## config.mk

```make
export PLATFORM = sky130hd
export DESIGN_NAME = pc_fetch_unit_flat
export DESIGN_NICKNAME = d
export VERILOG_FILES = /design/src/rtl/pc_fetch_unit_if.sv /design/src/rtl/pc_fetch_unit.sv /design/src/flat_wrapper.sv
export SDC_FILE = /design/constraint.sdc
export NUM_CORES = 1
export LEC_CHECK = 0
export CAP_MARGIN = 20
export CORE_ASPECT_RATIO = 0.5
export CORE_MARGIN = 2
export CORE_UTILIZATION = 40
export CTS_CLUSTER_SIZE = 8
export DETAILED_ROUTE_END_ITERATION = 10
export GPL_ROUTABILITY_DRIVEN = 0
export PLACE_DENSITY = 0.74
export SYNTH_ARGS = -nofsm -noshare
export SYNTH_HDL_FRONTEND = slang
export SYNTH_SLANG_ARGS = --single-unit
export TNS_END_PERCENT = 30
```

## constraint.sdc

```tcl
create_clock -name clk -period 7.3 [get_ports clk]
set_clock_uncertainty 0.1 [all_clocks]
set_input_delay 2.19 -clock clk [delete_from_list [all_inputs] [get_ports clk]]
set_output_delay 2.19 -clock clk [all_outputs]
set_load 0.005 [all_outputs]
```

## src/rtl/pc_fetch_unit_if.sv

```systemverilog
`default_nettype none
// ============================================================================
// Module   : pc_fetch_unit_if
// Brief    : Fetch-stage bundle: control, imem request/response and decode output.
// Revision : 1.0 - initial release
// ============================================================================
interface pc_fetch_unit_if #(
    parameter int PC_W    = 8,
    parameter int INSTR_W = 16
);
    logic               stop;
    logic               branch_valid;
    logic [PC_W-1:0]    branch_target;
    logic               imem_req;
    logic [PC_W-1:0]    imem_addr;
    logic               imem_ready;
    logic [INSTR_W-1:0] imem_rdata;
    logic [INSTR_W-1:0] instr;
    logic [PC_W-1:0]    instr_pc;
    logic               instr_valid;
    logic               instr_ready;
    logic               halted;

    // Fetch unit side
    modport master (
        input  stop, branch_valid, branch_target, imem_ready, imem_rdata, instr_ready,
        output imem_req, imem_addr, instr, instr_pc, instr_valid, halted
    );

    // Environment side (imem + decode + control)
    modport slave (
        output stop, branch_valid, branch_target, imem_ready, imem_rdata, instr_ready,
        input  imem_req, imem_addr, instr, instr_pc, instr_valid, halted
    );
endinterface
`default_nettype wire

```

## src/rtl/pc_fetch_unit.sv

```systemverilog
`default_nettype none
// ============================================================================
// Module   : pc_fetch_unit
// Brief    : Program counter / fetch stage with a 1-entry output register,
//            stall, backpressure, branch redirect and PC wrap-around.
// Options  : FETCH_HALT_EN - halt fetching after delivering HALT_INSTR
// Revision : 1.0 - initial release
// ============================================================================
module pc_fetch_unit #(
    parameter int                 PC_W       = 8,
    parameter int                 INSTR_W    = 16,
    parameter int unsigned        PC_STEP    = 1,
    parameter logic [PC_W-1:0]    RESET_PC   = '0,
    parameter logic [INSTR_W-1:0] HALT_INSTR = 16'hFFFF
) (
    input  wire logic            clk,
    input  wire logic            reset,
    pc_fetch_unit_if.master      bus
);

    localparam logic [1:0] S_IDLE = 2'd0;
    localparam logic [1:0] S_RUN  = 2'd1;
    localparam logic [1:0] S_HALT = 2'd2;

    localparam logic [PC_W-1:0] c_pc_step = PC_W'(PC_STEP);

`ifdef FETCH_HALT_EN
    localparam logic c_halt_en = 1'b1;
`else
    localparam logic c_halt_en = 1'b0;
`endif

    logic [1:0]         r_state;
    logic [1:0]         w_state_nxt;
    logic [PC_W-1:0]    r_pc;
    logic [INSTR_W-1:0] r_instr;
    logic [PC_W-1:0]    r_instr_pc;
    logic               r_instr_valid;

    logic w_out_free;
    logic w_req;
    logic w_capture;
    logic w_consume;
    logic w_halt_hit;

    assign w_out_free = !r_instr_valid || bus.instr_ready;
    assign w_req      = (r_state == S_RUN) && !bus.stop && !bus.branch_valid
                        && w_out_free && !reset;
    assign w_capture  = w_req && bus.imem_ready;
    assign w_consume  = r_instr_valid && bus.instr_ready;
    assign w_halt_hit = c_halt_en && w_capture && (bus.imem_rdata == HALT_INSTR);

    // State register
    always_ff @(posedge clk) begin
        if (reset) begin
            r_state <= S_IDLE;
        end else begin
            r_state <= w_state_nxt;
        end
    end

    // Next-state logic; a redirect always lands in S_RUN
    always_comb begin
        w_state_nxt = r_state;
        if (bus.branch_valid) begin
            w_state_nxt = S_RUN;
        end else begin
            case (r_state)
                S_IDLE:  w_state_nxt = S_RUN;
                S_RUN:   w_state_nxt = w_halt_hit ? S_HALT : S_RUN;
                S_HALT:  w_state_nxt = S_HALT;
                default: w_state_nxt = S_IDLE;
            endcase
        end
    end

    // PC and output entry; a redirect flushes the entry but keeps its data
    always_ff @(posedge clk) begin
        if (reset) begin
            r_pc          <= RESET_PC;
            r_instr       <= '0;
            r_instr_pc    <= '0;
            r_instr_valid <= 1'b0;
        end else if (bus.branch_valid) begin
            r_pc          <= bus.branch_target;
            r_instr_valid <= 1'b0;
        end else if (w_capture) begin
            r_instr       <= bus.imem_rdata;
            r_instr_pc    <= r_pc;
            r_instr_valid <= 1'b1;
            r_pc          <= r_pc + c_pc_step;
        end else if (w_consume) begin
            r_instr_valid <= 1'b0;
        end
    end

`ifdef FETCH_HALT_EN
    logic r_halted;

    always_ff @(posedge clk) begin
        if (reset || bus.branch_valid) begin
            r_halted <= 1'b0;
        end else if (w_halt_hit) begin
            r_halted <= 1'b1;
        end
    end

    assign bus.halted = r_halted;
`else
    assign bus.halted = 1'b0;
`endif

    assign bus.imem_req    = w_req;
    assign bus.imem_addr   = r_pc;
    assign bus.instr       = r_instr;
    assign bus.instr_pc    = r_instr_pc;
    assign bus.instr_valid = r_instr_valid;

endmodule
`default_nettype wire

```

## src/flat_wrapper.sv

```systemverilog
// flat-port wrapper written by rule: the top's interface ports become plain ports
module pc_fetch_unit_flat 
#(
    parameter int                 PC_W       = 8,
    parameter int                 INSTR_W    = 16,
    parameter int unsigned        PC_STEP    = 1,
    parameter logic [PC_W-1:0]    RESET_PC   = '0,
    parameter logic [INSTR_W-1:0] HALT_INSTR = 16'hFFFF
)
  (clk, reset, bus_stop, bus_branch_valid, bus_branch_target, bus_imem_ready, bus_imem_rdata, bus_instr_ready, bus_imem_req, bus_imem_addr, bus_instr, bus_instr_pc, bus_instr_valid, bus_halted);
  pc_fetch_unit_if #(.PC_W(PC_W), .INSTR_W(INSTR_W)) bus_i ();
  input  wire logic clk;
  input  wire logic reset;
  input wire logic [$bits(bus_i.stop)-1:0] bus_stop;
  input wire logic [$bits(bus_i.branch_valid)-1:0] bus_branch_valid;
  input wire logic [$bits(bus_i.branch_target)-1:0] bus_branch_target;
  input wire logic [$bits(bus_i.imem_ready)-1:0] bus_imem_ready;
  input wire logic [$bits(bus_i.imem_rdata)-1:0] bus_imem_rdata;
  input wire logic [$bits(bus_i.instr_ready)-1:0] bus_instr_ready;
  output wire logic [$bits(bus_i.imem_req)-1:0] bus_imem_req;
  output wire logic [$bits(bus_i.imem_addr)-1:0] bus_imem_addr;
  output wire logic [$bits(bus_i.instr)-1:0] bus_instr;
  output wire logic [$bits(bus_i.instr_pc)-1:0] bus_instr_pc;
  output wire logic [$bits(bus_i.instr_valid)-1:0] bus_instr_valid;
  output wire logic [$bits(bus_i.halted)-1:0] bus_halted;
  assign bus_i.stop = bus_stop;
  assign bus_i.branch_valid = bus_branch_valid;
  assign bus_i.branch_target = bus_branch_target;
  assign bus_i.imem_ready = bus_imem_ready;
  assign bus_i.imem_rdata = bus_imem_rdata;
  assign bus_i.instr_ready = bus_instr_ready;
  assign bus_imem_req = bus_i.imem_req;
  assign bus_imem_addr = bus_i.imem_addr;
  assign bus_instr = bus_i.instr;
  assign bus_instr_pc = bus_i.instr_pc;
  assign bus_instr_valid = bus_i.instr_valid;
  assign bus_halted = bus_i.halted;
  pc_fetch_unit #(.PC_W(PC_W), .INSTR_W(INSTR_W), .PC_STEP(PC_STEP), .RESET_PC(RESET_PC), .HALT_INSTR(HALT_INSTR)) u_core (.clk(clk), .reset(reset), .bus(bus_i));
endmodule
```

== Yosys cells after proc, flatten, opt, wreduce, memory -nomap -nowiden ==
Cells that the tools add are included.

* Register bits after elaboration: 35
* Output and inout bits: 35
* Bits of input ports: 30

* Bitwise logic cells: 1
* Reduce and logical (&&, ||, !) cells: 17
* Equal/unequal tests: 2
* Multiplexer cells: 6
* Add/sub/neg operators: 1

{| class="wikitable"
|+ Operator list
! operator !! count
|-
| 8-bit 2-to-1 mux || 2
|-
| 8-bit by 1-bit adder with 8-bit output, second input constant || 1
|-
| 1-bit logical AND || 6
|-
| 1-bit zero test || 4
|-
| 2-bit case mux with 2 select lines || 1
|-
| 2-bit nonzero test || 2
|-
| 2-bit OR reduction || 2
|-
| 1-bit 2-to-1 mux || 3
|-
| 2-bit by 1-bit == test with 1-bit output, second input constant || 1
|-
| 2-bit == test, second input constant || 1
|-
| 2-bit zero test || 1
|-
| 2-bit AND reduction || 1
|-
| 1-bit logical OR || 1
|-
| 1-bit NOT || 1
|}

== Longest topological paths before layout ==
* Depth in word-level cells: 8
* Gate-level depth with buffers: 8

== Worst setup path after synthesis ==
OpenSTA, ideal clock, no wires.

* Path type: input port to output port
* Start point: input bus_branch_valid
* End point: output bus_imem_req
* Data required time: 5,010 ps
* Arrival: 2,926 ps
* Slack: 2,084 ps
* Stages on the path: 4
* Cell sequence: buf_6 or2_1 buf_6 nor4_1

* Word-level cells in the longest chain between the ends: 4

{| class="wikitable"
|+ Ends and longest elaborated chain
! item !! line !! text
|-
| start: declaration || flat_wrapper.sv:15 || <nowiki>input wire logic [$bits(bus_i.branch_valid)-1:0] bus_branch_valid;</nowiki>
|-
| 1-bit zero test || pc_fetch_unit.sv:47 || <nowiki>assign w_req = (r_state == S_RUN) && !bus.stop && !bus.branch_valid</nowiki>
|-
| 1-bit logical AND || pc_fetch_unit.sv:47 ||
|-
| 1-bit logical AND (2 in series) || pc_fetch_unit.sv:48 || <nowiki>&& w_out_free && !reset;</nowiki>
|-
| end: declaration || flat_wrapper.sv:20 || <nowiki>output wire logic [$bits(bus_i.imem_req)-1:0] bus_imem_req;</nowiki>
|}

Every way passes these cells.

== Worst setup path in the final report ==
Ends and elaborated chain as after synthesis.

==> results.py <==
metrics = {
    "status": {
        "outcome": "complete, no violations",
    },
    "synth": {
        "ys_async_sr_fraction_pct": 0,
        "synth-seq-area-share_pct": 49.5,
        "top_cells_by_count_synth": "nand2_1, dfxtp_1, a21oi_1",
        "ys_ff_latch": 35,
        "synth.top_cells.by_area": "dfxtp_1, nand2_1, a21oi_1",
        "post_synth_instance_area_um2": 1420,
        "yosysTopAreaCell": "dfxtp_1",
        "synthCells": 177,
        "synth.net_count": 208,
        "synthesis.area_per_instance_um2": 7.99,
        "ys_flop_type": "dfxtp_1",
        "synth.distinct_cells": 34,
        "yosys_warnings": 0,
        "synth_top_cell_area_share_pct": 49.5,
        "synth_enable_flop_cells": 0,
        "synth.most_common_cell": "nand2_1",
    },
    "critical_path": {
        "criticalPathCategory": "in2out",
        "cp_max_fo": 9,
        "cp_data_required_time_ns": 5.01,
        "worstPathCellList": "clkdlybuf4s50_1 -> or2_1 -> nor4_1 -> clkdlybuf4s50_1",
        "most_frequent_cell_on_critical_path": "clkdlybuf4s50_1",
        "crit_path_top_delay_cell": "clkdlybuf4s50_1",
        "critical_path.n_buffers_inverters": 2,
        "critPathTopFamily": "buffers and inverters",
        "setup.worst_path.start_class": "primary input",
        "critical-path-max-stage-delay_ns": 0.56,
        "setup.worst_path.end_class": "primary output",
        "worst-endpoint-arrival_ns": 3.97,
    },
    "run": {
        "drv.max_cap_violation_count": 0,
    },
    "clock_network": {
        "clock_tree.buffer_depth": 2,
        "clockRootBuffer": "clkbuf_8",
        "cts-buffers-inserted": 5,
        "post-cts-setup-buffer-count": 0,
        "insertion_delay_to_the_later_sink_of_the_worst_skew_pair_ns": 0.28,
        "cts_max_level": 2,
        "holdBufCountCts": 0,
        "clock_sinks": 35,
        "post_cts_resized": 0,
        "clkTransAtPathRegs_ns": 0.06,
        "tritoncts_clock_tree": "yes",
    },
    "route": {
        "detailedRoute.firstPassIterationCount": 4,
        "routed_wirelength_mm": 3.58,
        "drt_drc_violations_left": 0,
        "avgViaCountPerCell": 4.80,
        "drtIter0Drc": 142,
        "drt-wirelength-per-cell_um": 12.5,
        "dr_total_vias": 1379,
        "ant_nets": 0,
    },
    "sta": {
        "setup_tns_ns": 0,
        "max_slew_margin_pct": 35.1,
        "finalSetupViolations": 0,
        "timing_worst_slew_pin_value_ns": 0.974,
        "rsz_0062_raised_after_global_routing": "no",
        "period_minus_slack_ns": 6.26,
        "timing_hold_violations_final": 0,
        "max_clock_freq_mhz": 160,
        "hold_ws_ns": 0.353,
        "maxSlewViolCount": 0,
        "finalCritPeriodShare_pct": 85.8,
    },
    "worst_hold_path": {
        "hold_class": "reg2reg",
    },
    "place": {
        "buffer_ports.inserted": 63,
        "placed_cells": 280,
        "dp_hpwl_mm": 2.42,
    },
    "global_routing": {
        "track_usage_pct": 18.1,
        "grt_overflow_total": 0,
        "first_global_vias": 1163,
        "first_pass_grt_wire_length_mm": 5.49,
        "antenna_violations_before_repair": 0,
        "pin_count_of_the_biggest_net_entering_global_routing": 38,
    },
    "floorplanning": {
        "top_level_ports": 65,
        "fp.dieW_um": 88.1,
        "dieHeight_um": 46.1,
        "design.die.area_um2": 4060,
        "core_area_um2": 3420,
        "fp-row-count": 15,
        "initial_utilization_pct": 41.4,
    },
    "finish": {
        "area_delta_synth_final_pct": 51.8,
        "drive_gt1_share_pct": 4.24,
        "insertedDiodeCount": 0,
        "design.final.nets": 267,
        "fin_cells": 287,
        "filler_cell_count": 318,
    },
    "power_and_ir_drop": {
        "p_leak_nw": 0.722,
        "power_density_nw_per_um2": 176,
        "worst_vdd_rail_ir_drop_mv": 0.111,
    },
}
==> cells in the final DEF (no fill, tap or decap), types with 2 or more instances in the layout <==
cell,Yosys,final
dfxtp_1,35,35
o22ai_1,2,2
nand2_1,56,56
o31a_1,2,2
inv_1,3,3
nand3_1,2,2
a32oi_1,2,2
o21ai_0,3,3
clkdlybuf4s50_1,0,63
a21oi_1,32,32
nor2_1,2,2
nand2b_1,4,4
buf_4,1,2
nor4_1,3,3
clkbuf_8,0,6
==> logic make-up after synthesis <==
kind of cell	share of synthesized area, %
flops	49.5
simple gates	24.3
compound gates	19.4
fa+ha+maj	0.884
buf+inv	5.66
other cells	0.265
==> worst register-to-register path, delay by kind of cell (launching register included) <==
kind / cells / cell delay [ns]
and+or+nand+nor: 3 / 1.75
AOI/OAI and AO/OA: 1 / 0.17
DFF: 1 / 0.33
==> sequential cells by signal (all words and copies together), names as in the netlist <==
signal,count
u_core.bus.imem_addr,8
u_core.bus.instr_pc,8
u_core.r_state,2
u_core.bus.instr_valid,1
u_core.bus.instr,16
==> per-layer routing <==
metal / GRT usage (%) / wire (µm) / vias to the layer above
li1: - / - / 718
met1: 24.0 / 1730 / 622
met2: 28.6 / 1620 / 37
met3: 4.84 / 212 / 2
met4: 7.27 / 24 / 0
met5: 0 / 0 / -
==> metrics by stage <==
stage / utilization [%] / power (mW) / instance area, µm² / setup WS [ns]
after global routing: 62.9 / 0.396 / 2150 / 0.926
after detailed placement: 60.3 / 0.246 / 2060 / 1.04
after floorplan: - / 0.219 / 1420 / 2.08
after global placement: 60.3 / 0.245 / 2060 / 1.11
after CTS: 62.9 / 0.385 / 2150 / 1.04
final: 62.9 / 0.379 / 2150 / 1.04
==> where the power goes <==
part / internal (mW) / switching [mW] / leakage [nW] / total (mW)
logic: 0.0261 / 0.0155 / 0.390 / 0.0416
registers: 0.195 / 0.00495 / 0.284 / 0.200
clock network: 0.0739 / 0.0633 / 0.0470 / 0.137
total: 0.295 / 0.0838 / 0.722 / 0.379
==> area by class of cell <==
type	instances	area (µm²)	area share, %
Clock buffer	6	82.6	3.84
Clock inverter	1	5.00	0.233
Inverter	3	11.3	0.524
Multi-Input combinational cell	126	639	29.8
Sequential cell	35	701	32.6
Tap cell	51	63.8	2.97
Timing Repair Buffer	65	646	30.1
==> worst paths after layout <==
path,startpoint,to,slack (ns),depth (start not counted)
hold reg to reg,u_core.bus.instr_pc[7],u_core.bus.instr_pc[7],0.35,2
setup / recovery,bus_branch_valid,bus_imem_req,1.04,4
hold / removal,u_core.bus.instr_pc[7],u_core.bus.instr_pc[7],0.35,2
setup reg to reg,u_core.r_state[1],u_core.bus.imem_addr[6],4.88,4
No activity file was read; power rests on OpenSTA's default activity.
